`config.mk`:
```
export PLATFORM = sky130hd
export DESIGN_NAME = hazard_stall_unit
export DESIGN_NICKNAME = d
export VERILOG_FILES = /design/src/rtl/hazard_stall_unit.sv
export SDC_FILE = /design/constraint.sdc
export NUM_CORES = 1
export LEC_CHECK = 0
export BUFFER_PORTS_ARGS = -buffer_cell sky130_fd_sc_hd__buf_2
export CAP_MARGIN = 40
export CORE_MARGIN = 2
export CORE_UTILIZATION = 49
export CTS_CLUSTER_SIZE = 24
export DETAILED_ROUTE_END_ITERATION = 7
export HOLD_SLACK_MARGIN = 0.06
export PLACE_DENSITY = 0.72
export SETUP_SLACK_MARGIN = 0.02
export SYNTH_ARGS = -nofsm -noshare
export SYNTH_HDL_FRONTEND = slang
export SYNTH_SLANG_ARGS = --single-unit
```
`constraint.sdc`:
```
create_clock -name clk -period 4.5 [get_ports clk]
set_clock_uncertainty 0.2 [all_clocks]
set_input_delay 0.45 -clock clk [delete_from_list [all_inputs] [get_ports clk]]
set_output_delay 0.45 -clock clk [all_outputs]
set_load 0.05 [all_outputs]
```
`src/rtl/hazard_stall_unit.sv`:
```
// rtl/hazard_stall_unit.sv - issue-stage RAW hazard detector with bubble insertion
//
// Purpose:
//   Sits between fetch and decode of the 8-bit 5-stage pipeline. Keeps a
//   3-entry history of issued slots (h1 newest .. h3 oldest) and stalls an
//   incoming instruction with noop bubbles until every producer it depends
//   on is far enough back in the issue stream.
//
// Optional feature:
//   HAZARD_FWD_EN - assume an EX/MEM forwarding path; each producer gap is
//                   reduced by one (never below one).
//
// Ports:
//   clk        clock
//   rst        synchronous active-high reset
//   in_valid   fetch presents in_instr
//   in_instr   [7:6] opcode (11 lw, 10 sw, 01 add, 00 noop), [5:3] A, [2:0] B
//   in_ready   instruction consumed this cycle (combinational)
//   out_ready  decode accepts a slot this cycle
//   out_valid  out_instr holds a valid slot
//   out_instr  registered issued instruction, 8'h00 for bubble/empty slot
//   out_bubble current slot is a hazard bubble
//   stall_cnt  saturating count of hazard bubbles

module hazard_stall_unit #(
  parameter int LW_GAP  = 3,
  parameter int ADD_GAP = 2,
  parameter int CNT_W   = 8
) (
  input  logic             clk,
  input  logic             rst,
  input  logic             in_valid,
  input  logic [7:0]       in_instr,
  output logic             in_ready,
  input  logic             out_ready,
  output logic             out_valid,
  output logic [7:0]       out_instr,
  output logic             out_bubble,
  output logic [CNT_W-1:0] stall_cnt
);

  localparam logic [1:0] OPC_NOOP = 2'b00;
  localparam logic [1:0] OPC_ADD  = 2'b01;
  localparam logic [1:0] OPC_SW   = 2'b10;
  localparam logic [1:0] OPC_LW   = 2'b11;

`ifdef HAZARD_FWD_EN
  localparam int LW_EFF  = (LW_GAP  > 1) ? LW_GAP  - 1 : 1;
  localparam int ADD_EFF = (ADD_GAP > 1) ? ADD_GAP - 1 : 1;
`else
  localparam int LW_EFF  = LW_GAP;
  localparam int ADD_EFF = ADD_GAP;
`endif

  // History entry k-1 holds the slot issued k advances ago.
  logic [2:0] r_h_dv;
  logic [2:0] r_h_dest [3];
  logic [1:0] r_h_opc  [3];

  logic [1:0] w_opc;
  logic [2:0] w_src_a;
  logic [2:0] w_src_b;
  logic       w_use_a;
  logic       w_use_b;
  logic       w_hit;
  logic       w_hazard;
  logic       w_accept;

  assign w_opc   = in_instr[7:6];
  assign w_src_a = in_instr[5:3];
  assign w_src_b = in_instr[2:0];

  // lw reads only B; add and sw read both A and B; noop reads nothing.
  assign w_use_a = (w_opc == OPC_ADD) || (w_opc == OPC_SW);
  assign w_use_b = (w_opc != OPC_NOOP);

  // A valid entry is always lw or add, so anything not lw takes the add gap.
  function automatic int eff_gap(input logic [1:0] opc);
    return (opc == OPC_LW) ? LW_EFF : ADD_EFF;
  endfunction

  // Any matching entry still inside its gap blocks issue; the instruction
  // therefore waits for the farthest-remaining producer.
  always_comb begin
    w_hit = 1'b0;
    for (int k = 0; k < 3; k++) begin
      if (r_h_dv[k] && (r_h_dest[k] != 3'd0) &&
          ((w_use_a && (r_h_dest[k] == w_src_a)) ||
           (w_use_b && (r_h_dest[k] == w_src_b))) &&
          ((k + 1) < eff_gap(r_h_opc[k]))) begin
        w_hit = 1'b1;
      end
    end
  end

  assign w_hazard = in_valid & w_hit;
  assign w_accept = in_valid & ~w_hit;
  assign in_ready = out_ready & w_accept & ~rst;

  always_ff @(posedge clk) begin
    if (rst) begin
      out_instr  <= 8'h00;
      out_valid  <= 1'b0;
      out_bubble <= 1'b0;
      stall_cnt  <= '0;
      r_h_dv     <= 3'b000;
      for (int k = 0; k < 3; k++) begin
        r_h_dest[k] <= 3'd0;
        r_h_opc[k]  <= OPC_NOOP;
      end
    end else if (out_ready) begin
      out_valid <= 1'b1;
      // Empty and bubble slots shift in too, so they count toward distance.
      r_h_dv[2]   <= r_h_dv[1];
      r_h_dv[1]   <= r_h_dv[0];
      r_h_dest[2] <= r_h_dest[1];
      r_h_dest[1] <= r_h_dest[0];
      r_h_opc[2]  <= r_h_opc[1];
      r_h_opc[1]  <= r_h_opc[0];
      r_h_dest[0] <= w_src_a;
      r_h_opc[0]  <= w_opc;
      if (w_accept) begin
        out_instr  <= in_instr;
        out_bubble <= 1'b0;
        r_h_dv[0]  <= (w_opc == OPC_LW) || (w_opc == OPC_ADD);
      end else if (w_hazard) begin
        out_instr  <= 8'h00;
        out_bubble <= 1'b1;
        r_h_dv[0]  <= 1'b0;
        if (stall_cnt != {CNT_W{1'b1}}) begin
          stall_cnt <= stall_cnt + {{(CNT_W-1){1'b0}}, 1'b1};
        end
      end else begin
        out_instr  <= 8'h00;
        out_bubble <= 1'b0;
        r_h_dv[0]  <= 1'b0;
      end
    end
  end

endmodule

```
==> summary.txt <==
Outcome: finished, violations left
Failing checks: DRC
Vias/cell: 5.60
Worst Path Required: 3.85 ns
Reg2reg path depth: 6
Share of layout cells above drive strength 1: 0.294
Post-CTS Hold Buffers: 0
GP Congestion: 0.838
Top cell type's share of synthesized area: 0.274
Slew Viols, Final: 0
Worst stage delay on the critical path: 0.45 ns
Root Buffer Master: clkbuf_4
RSZ-0062 raised after global routing: false
Synth top cells by count: dfxtp_1, nor2_1, edfxtp_1
Pre-CTS setup slack: 1.71 ns
Ant diodes: 0
Slew margin rel.: 0.505
Tcrit/Tclk final: 0.635
Flop and latch count out of synthesis: 30
TritonCTS clock tree: built
Worst setup path startpoint: r_h_dest[0][3]
Clk_lat worst skew: 0.33 ns
Setup TNS: 0 ns
Final hold violations: 0
Die ar.: 3440 sq um
Dominant synthesized flop cell: dfxtp_1
Cells after synthesis: 134
Largest net degree at the start of global routing: 20
Top-count cell post-synth: dfxtp_1
Buffers on Ports: 30
# rows: 19
Synth unique cells: 38
GRT Util Overall: 0.203
Mapped Avg Cell Area: 10.9 sq um
Synthesis Warnings: 0
Initial Util: 0.522
Yosys top cell by area: dfxtp_1
Clock sink count: 30
Fin Hold WS: 0.165 ns
Hold wc startpoint: in_instr[7]
Crit-path slowest cell: edfxtp_1
Worst-Margin Slew: 0.740 ns
Fin cells: 201
Min Tclk post-route: 2.86 ns
WL final: 2980 um
Arr. time, crit path: 2.21 ns
Critical-path cell list: or3_1 > nand2b_1 > o22ai_2 > nor3_4 > buf_2
Vias in the first global route: 1096
Cell Pwr Density: 338 nW/um^2
Top post-synthesis cells by area: dfxtp_1, edfxtp_1, a22o_1
Nets: 185
Syn Nets: 150
First-pass GRT wire length: 5060 um
Max Cap Viol: 0
CTS-repair resized insts: 0
Cells after DPL: 193
Post-synth EDFFs: 10
TritonCTS Buffers: 5
Flop2flop setup slack: 2.35 ns
Die height: 58.7 um
WS Path Type: register to output pin
Initial DRC count: 33
Clk pin slew, worst setup/hold paths: 0.09 ns
Hold path cells: 2
Post-Syn Area: 1460 sq um
Drt pass-1 iters: 6
Crit. End Element: output pin
Vias: 1125
Peak Freq: 350 MHz
Area Overhead vs Synth: 16.8%
Total grt overflow: 0
Worst hold path class: input port to register
Fillers: 241
CP Max Fanout: 10
CTS Buffer Depth: 2
Synth async-reset ratio: 0
Die X: 58.7 um
Crit path launch type: register
Htree depth: 2
Initial antenna violation count: 0
Worst R2R Start: r_h_dest[0][2]
Post-CTS setup buffer count: 0
Antenna viol nets, final: 0
Detail Placement HPWL: 2230 um
DRC viols: 2
Peak supply drop: 0.267 mV
I/O pins: 31
Final worst slack: 1.64 ns
Core area: 2810 sq um
Sequential area share after synthesis: 0.479
# setup viols final: 0
Leak pwr: 0.727 nW
Wire length per cell: 14.8 um
## layer usage
| metal | track usage | vias to the layer above | share of wire |
|---|---|---|---|
| met5 | 0 | - | 0 |
| met1 | 0.215 | 538 | 0.42 |
| met3 | 0.0725 | 6 | 0.045 |
| li1 | - | 555 | - |
| met2 | 0.356 | 26 | 0.52 |
| met4 | 0.101 | 0 | 0.020 |
## area by class of cell
type,count,area (sq um),area share
inverter,6,22.5,0.0132
multi-input combinational,96,718,0.420
sequential,30,701,0.410
tap,31,38.8,0.0227
clock inverter,2,37.5,0.0220
timing repair buffer,30,150,0.0878
clock buffer,6,41.3,0.0242
## stage by stage
stage	area, sq um	power [mW]	util
after floorplan	1460	0.353	-
after global placement	1630	0.370	0.581
after detailed placement	1630	0.373	0.581
after CTS	1710	0.583	0.609
after global routing	1710	0.603	0.609
final	1710	0.578	0.609
## final timing paths
path	end
min reg2reg	out_valid
max	in_ready
min	out_instr[7]
max reg2reg	stall_cnt[4]
## registers in the layout, indices dropped and copies added (netlist names)
signal / cells
stall_cnt: 8
r_h_dv: 2
out_valid: 1
out_bubble: 1
out_instr: 8
r_h_opc: 4
r_h_dest: 6
## cells by family (layout without fill, tap and decap cells)
| kind of cell | Yosys count | count (layout) | synth area share |
|---|---|---|---|
| xor+xnor | 14 | 14 | 0.0838 |
| fa+ha+maj | 4 | 4 | 0.0342 |
| buf+inv | 8 | 44 | 0.0308 |
| compound gates | 28 | 28 | 0.153 |
| simple gates | 46 | 46 | 0.191 |
| mux | 4 | 4 | 0.0291 |
| flops | 30 | 30 | 0.479 |
## critical path, delay by kind of cell (launching register included)
family	cells	cell delay, ns
and+or+nand+nor	3	0.97
AOI/OAI and AO/OA	1	0.11
DFF	1	0.45
buffers and inverters	1	0.35
## layout by cell type (no fill, tap or decap), drive strengths merged, types with 2 or more instances in the layout
master  count
nand2b      3
dfxtp      20
nand3       4
nand2       4
and2        8
mux2        2
xor2        6
inv         6
nor2       13
a21oi       6
mux2i       2
o21ai       3
nor2b       2
and4        3
clkbuf      6
xnor2       8
nor4        2
edfxtp     10
o211ai      2
nor3        3
buf        30
a22o        9
ha          4
## where the power goes
part           switching, mW  leakage [nW]  internal, mW
registers            0.00804         0.272         0.291
logic                 0.0432         0.417        0.0243
clock network         0.0939        0.0385         0.117
No activity file was read; power rests on OpenSTA's default activity.
